**config.mk**
```make
export PLATFORM = sky130hd
export DESIGN_NAME = lzc_seq
export DESIGN_NICKNAME = d
export VERILOG_FILES = /design/src/rtl/lzc_seq.sv
export SDC_FILE = /design/constraint.sdc
export NUM_CORES = 1
export LEC_CHECK = 0
export CORE_AREA = 8 8 183 185
export DETAILED_ROUTE_END_ITERATION = 12
export DIE_AREA = 0 0 191 193
export GPL_ROUTABILITY_DRIVEN = 0
export MAX_ROUTING_LAYER = met4
export PLACE_DENSITY_LB_ADDON = 0.3
export REMOVE_ABC_BUFFERS = 1
export SLEW_MARGIN = 5
export SYNTH_ARGS = -nofsm -noshare
export SYNTH_HDL_FRONTEND = slang
export SYNTH_HIERARCHICAL = 1
export SYNTH_SLANG_ARGS = --single-unit
```
**constraint.sdc**
```tcl
create_clock -name clk -period 3.3 [get_ports clk]
set_input_delay 0.33 -clock clk [delete_from_list [all_inputs] [get_ports clk]]
set_output_delay 0.33 -clock clk [all_outputs]
set_load 0.03 [all_outputs]
```
**src/rtl/lzc_seq.sv**
```systemverilog
// Sequential leading-ones counter: scans a W-bit word MSB first, C bits per cycle,
// through one shared C-bit LZD.
module lzd #(
  parameter int C  = 64,
  parameter int LW = $clog2(C)
) (
  input  logic [C-1:0]  data,
  output logic [LW-1:0] cnt,
  output logic          vld
);
  // vld marks the first 0 from the MSB; cnt is the number of 1s above it
  always_comb begin
    cnt = '0;
    vld = 1'b0;
    for (int i = C - 1; i >= 0; i--) begin
      if (!vld && !data[i]) begin
        vld = 1'b1;
        cnt = LW'(C - 1 - i);
      end
    end
  end
endmodule

module lzc_seq #(
  parameter int W  = 256,
  parameter int C  = 64,
  parameter int CW = $clog2(W) + 1
) (
  input  logic          clk,
  input  logic          rst,
  input  logic          in_valid,
  output logic          in_ready,
  input  logic [W-1:0]  in_data,
  output logic          out_valid,
  input  logic          out_ready,
  output logic [CW-1:0] out_count,
  output logic          out_all_ones,
  output logic          busy
);
  localparam int N  = W / C;
  localparam int KW = (N > 1) ? $clog2(N) : 1;
  localparam int LW = $clog2(C);

  typedef enum logic [1:0] {IDLE, SCAN, DONE} state_t;

  state_t        state_q, state_d;
  logic [W-1:0]  data_q, data_d;
  logic [KW-1:0] k_q, k_d;
  logic [CW-1:0] acc_q, acc_d;
  logic [CW-1:0] cnt_q, cnt_d;
  logic          all_q, all_d;

  logic [W-1:0]  shifted;
  logic [C-1:0]  chunk;
  logic [LW-1:0] lzd_cnt;
  logic          lzd_vld;

  assign shifted = data_q << (int'(k_q) * C);
  assign chunk   = shifted[W-1 -: C];

  lzd #(.C(C), .LW(LW)) u_lzd (
    .data (chunk),
    .cnt  (lzd_cnt),
    .vld  (lzd_vld)
  );

  always_comb begin
    state_d = state_q;
    data_d  = data_q;
    k_d     = k_q;
    acc_d   = acc_q;
    cnt_d   = cnt_q;
    all_d   = all_q;
    unique case (state_q)
      IDLE: begin
        if (in_valid) begin
          data_d  = in_data;
          k_d     = '0;
          acc_d   = '0;
          state_d = SCAN;
        end
      end
      SCAN: begin
        if (lzd_vld) begin
          cnt_d   = acc_q + {{(CW-LW){1'b0}}, lzd_cnt};
          all_d   = 1'b0;
          state_d = DONE;
        end else if (k_q == KW'(N - 1)) begin
          cnt_d   = CW'(W);
          all_d   = 1'b1;
          state_d = DONE;
        end else begin
          acc_d = acc_q + CW'(C);
          k_d   = k_q + KW'(1);
        end
      end
      DONE: begin
        if (out_ready) state_d = IDLE;
      end
      default: state_d = IDLE;
    endcase
  end

  always_ff @(posedge clk) begin
    if (rst) begin
      state_q <= IDLE;
      data_q  <= '0;
      k_q     <= '0;
      acc_q   <= '0;
      cnt_q   <= '0;
      all_q   <= 1'b0;
    end else begin
      state_q <= state_d;
      data_q  <= data_d;
      k_q     <= k_d;
      acc_q   <= acc_d;
      cnt_q   <= cnt_d;
      all_q   <= all_d;
    end
  end

  assign in_ready     = (state_q == IDLE);
  assign out_valid    = (state_q == DONE);
  assign busy         = (state_q != IDLE);
  assign out_count    = cnt_q;
  assign out_all_ones = all_q;
endmodule

```
==> parameters.txt <==
Parameter                              Value

Worst setup path
  Number of buffers and inverters on the critical path    2
  Stage delay of the slowest cell on the critical path    0.55 ns
  Kind of capture point of the worst setup path    register
  Kind of start point of the critical path    register
  Worst endpoint data arrival time    between 3 and 4 ns
  Crit-path max FO    16
  Crit path cell chain    buf_6, mux4_2, buf_4, nand2_1, a21oi_1, o21ai_0, o221ai_1, a211oi_1, nand3_1, nand2_1, a21oi_1
  Kind of cell with the highest combined delay on the critical path    compound AO/OA/AOI/OAI gates
  Worst endpoint required time    about 3.7 ns
  Worst Path Class, Setup    reg -> reg
  Slowest stage cell on the critical path    sky130_fd_sc_hd__mux4_2

Drt
  Avg WL per Cell    between 15 and 20 um
  Via-per-instance ratio    around 5.2
  Drt first pass iters    6
  Number of remaining DRC errors    0
  Number of nets with antenna violations after detailed routing    0
  Number of vias in the routed layout    10.86k
  Number of DRC markers in iteration 0    between 800 and 900
  Final WL    ~37000 um

CTS
  Number of setup buffers added after CTS    0
  Clock Pin Slew Worst Setup and Hold Paths    about 0.060 ns
  Maximum clock insertion buffer count    3
  TritonCTS Sinks    273
  Number of buffers created by CTS    30
  CTS tree    yes
  Level count of the clock H-tree    1
  Buffer cell driving the clock tree root    sky130_fd_sc_hd__clkbuf_16
  Worst-skew pair later-pin latency    0.55 ns

Floorplan
  Die Outline Area    between 0.03 and 0.04 mm^2
  Top-level I/O count    273
  Std-Cell Rows    65
  Core footprint    about 0.03 mm^2
  Overall die height    between 150 and 200 um
  Die Span X    between 150 and 200 um
  Initial Utilization    between 30 and 40%

Global route
  Sum of overflow across all layers after global routing    0
  Number of global-route vias before repair    around 11k
  Number of antenna violations at the first check in global routing    0
  First-pass GRT wire length    roughly 57000 um
  Maximum number of pins on one net before global-route repair    around 120
  GRT Resource Usage Total    between 10% and 20%

Place
  Half-perimeter wire length after detailed placement    about 28000 um
  Number of buffers added on ports    around 270
  Dpl cell area    approximately 0.015 mm^2
  Placed cell count    a little over 2k

Yosys
  Biggest area contributors in the synthesized netlist    sky130_fd_sc_hd__dfxtp_1 (45%), sky130_fd_sc_hd__nand2_1 (17%), sky130_fd_sc_hd__mux4_2 (12%)
  Number of standard cells after synthesis    around 1.4k
  Synth cell count leaders    sky130_fd_sc_hd__nand2_1 (557), sky130_fd_sc_hd__a21oi_1 (274), sky130_fd_sc_hd__dfxtp_1 (273)
  Area share of the leading cell type in the synthesized netlist    45.17%
  Post-synthesis sequential area ratio    a little under half
  Post-synth top area cell    sky130_fd_sc_hd__dfxtp_1
  Area of the mapped netlist    ~0.012 mm^2
  Most frequently used cell type in the post-synthesis netlist    sky130_fd_sc_hd__nand2_1
  Number of warning messages in the yosys log    6
  Flip-flop and latch count after synthesis    approximately 270
  Flip-flop cell with the highest count after synthesis    sky130_fd_sc_hd__dfxtp_1
  Synth Area per Inst    roughly 8.5 um^2
  Number of enable flip-flop cells after synthesis    0
  Post-synth ARST share    0%
  Synth cell types    60

Status
  Outcome    completed

Finish
  ANT cells    0
  Area delta synth->final    33.34%
  Share of cells above drive strength 1    a little over a tenth
  Finished layout cell area    between 0.015 and 0.02 mm^2
  Count of placed standard cells in the final layout, fillers left out    ~2.1k
  Number of nets in the finished design    1927

Worst hold path
  Kind of path behind the tightest hold check    in -> reg

Run
  Maxcap violations    0

Power and ir drop
  Total Power Consumption    7.996 mW
  P per Cell Area    approximately 500 mW/mm^2
  Worst voltage drop across the vdd grid    roughly 380 uV
  Leak pwr    a little under 6 nW

STA
  Final clock skew    about 0.017 ns
  Number of max-slew violations in the final report    0
  Max transition margin    a little over two fifths
  Final hold violations    0
  Actual slew at the worst max-slew pin    approximately 0.85 ns
  Setup repair after global routing missed its margin    no
  Portion of the clock cycle consumed by the worst path in the final layout    a little over nine tenths
  Fmax    approximately 0.32 GHz
  Post-route minimum period    between 3 and 4 ns
  Final setup violating endpoints    0
==> registers in the layout, summed over array words and instances, names as in the netlist <==
signal	cells
out_all_ones	1
k_q	2
state_q	2
out_count	9
acc_q	3
data_q	256
==> cell usage in the layout, fill, tap and decap left out, types with 3 or more instances in the layout <==
cell type and n:
sky130_fd_sc_hd__clkinv_2 8, sky130_fd_sc_hd__buf_4 25, sky130_fd_sc_hd__dfxtp_1 271, sky130_fd_sc_hd__a22o_1 3, sky130_fd_sc_hd__nand2b_1 7, sky130_fd_sc_hd__clkbuf_1 5
sky130_fd_sc_hd__inv_1 16, sky130_fd_sc_hd__clkdlybuf4s50_1 271, sky130_fd_sc_hd__nand4_1 13, sky130_fd_sc_hd__nor3_1 5, sky130_fd_sc_hd__a31oi_1 5, sky130_fd_sc_hd__and2_1 3
sky130_fd_sc_hd__o21ai_0 20, sky130_fd_sc_hd__a21boi_0 3, sky130_fd_sc_hd__nand3_1 7, sky130_fd_sc_hd__nor2_1 18, sky130_fd_sc_hd__a21oi_1 274, sky130_fd_sc_hd__nand2_1 557
sky130_fd_sc_hd__bufinv_16 3, sky130_fd_sc_hd__nor4_2 4, sky130_fd_sc_hd__buf_12 11, sky130_fd_sc_hd__mux4_2 64, sky130_fd_sc_hd__clkbuf_16 30, sky130_fd_sc_hd__nand4_2 3
sky130_fd_sc_hd__clkbuf_8 7
==> kinds of logic (layout without fill, tap and decap cells) <==
kind of cell | Yosys count | in the layout | synth area share [%]
simple gates | 641 | 641 | 22.27
flops | 273 | 273 | 45.17
mux | 66 | 66 | 12.10
compound gates | 326 | 326 | 14.31
buf+inv | 119 | 380 | 5.946
fa+ha+maj | 2 | 2 | 0.2068
==> layer usage <==
metal,part of all wire [%],GRT usage [%],wire length [um]
met5,0,-,0
met4,2.3,4.773,855
met3,6.0,3.309,2215
met2,48,32.43,17700
met1,44,25.82,16130
==> metrics by stage <==
stage | hold slack [ns] | utilization (%) | setup TNS, ns | setup slack (ns)
6_report | 0.3239 | 52.34 | 0 | 0.1298
5_1_grt | 0.3051 | 52.34 | 0 | 0.01152
4_1_cts | 0.2971 | 52.27 | 0 | 0.05176
3_5_place_dp | 0.4447 | 48.98 | 0 | 0.06781
3_3_place_gp | 0.4397 | 48.98 | 0 | 0.1128
2_1_floorplan | 0.3991 | - | -576.67 | -2.661
==> power breakdown <==
part / internal [mW] / switching [mW]
Combinational: 0.519 / 0.496
Sequential: 3.50 / 0.114
Clock: 2.04 / 1.32
==> final cells by class <==
type	count	area, um^2
timing repair buffer	309	3146
inverter	16	60.06
sequential	273	5473
fill	2909	14690
clock buffer	41	852.1
multi-input combinational	1035	5937
clock inverter	14	163.9
tap	402	503.0
==> final timing paths <==
| kind | to | cells after the start | start | slack [ns] |
|---|---|---|---|---|
| max | out_count[0] | 11 | k_q[1] | 0.13 |
| min | data_q[177] | 3 | in_data[177] | 0.32 |
| max reg2reg | out_count[0] | 11 | k_q[1] | 0.13 |
| min reg2reg | data_q[188] | 2 | data_q[188] | 0.45 |
==> timing repair <==
action,4_1_cts,5_1_grt
endpoints found under the setup margin,0,8
hold endpoints to repair,0,0
hold buffers,0,0
resized for setup,0,4
==> worst min-delay path, stage by stage <==
cell,delay (ns)
sky130_fd_sc_hd__clkdlybuf4s50_1,0.39
sky130_fd_sc_hd__nand2_1,0.05
sky130_fd_sc_hd__a21oi_1,0.05
(Power assumes the default switching activity.)
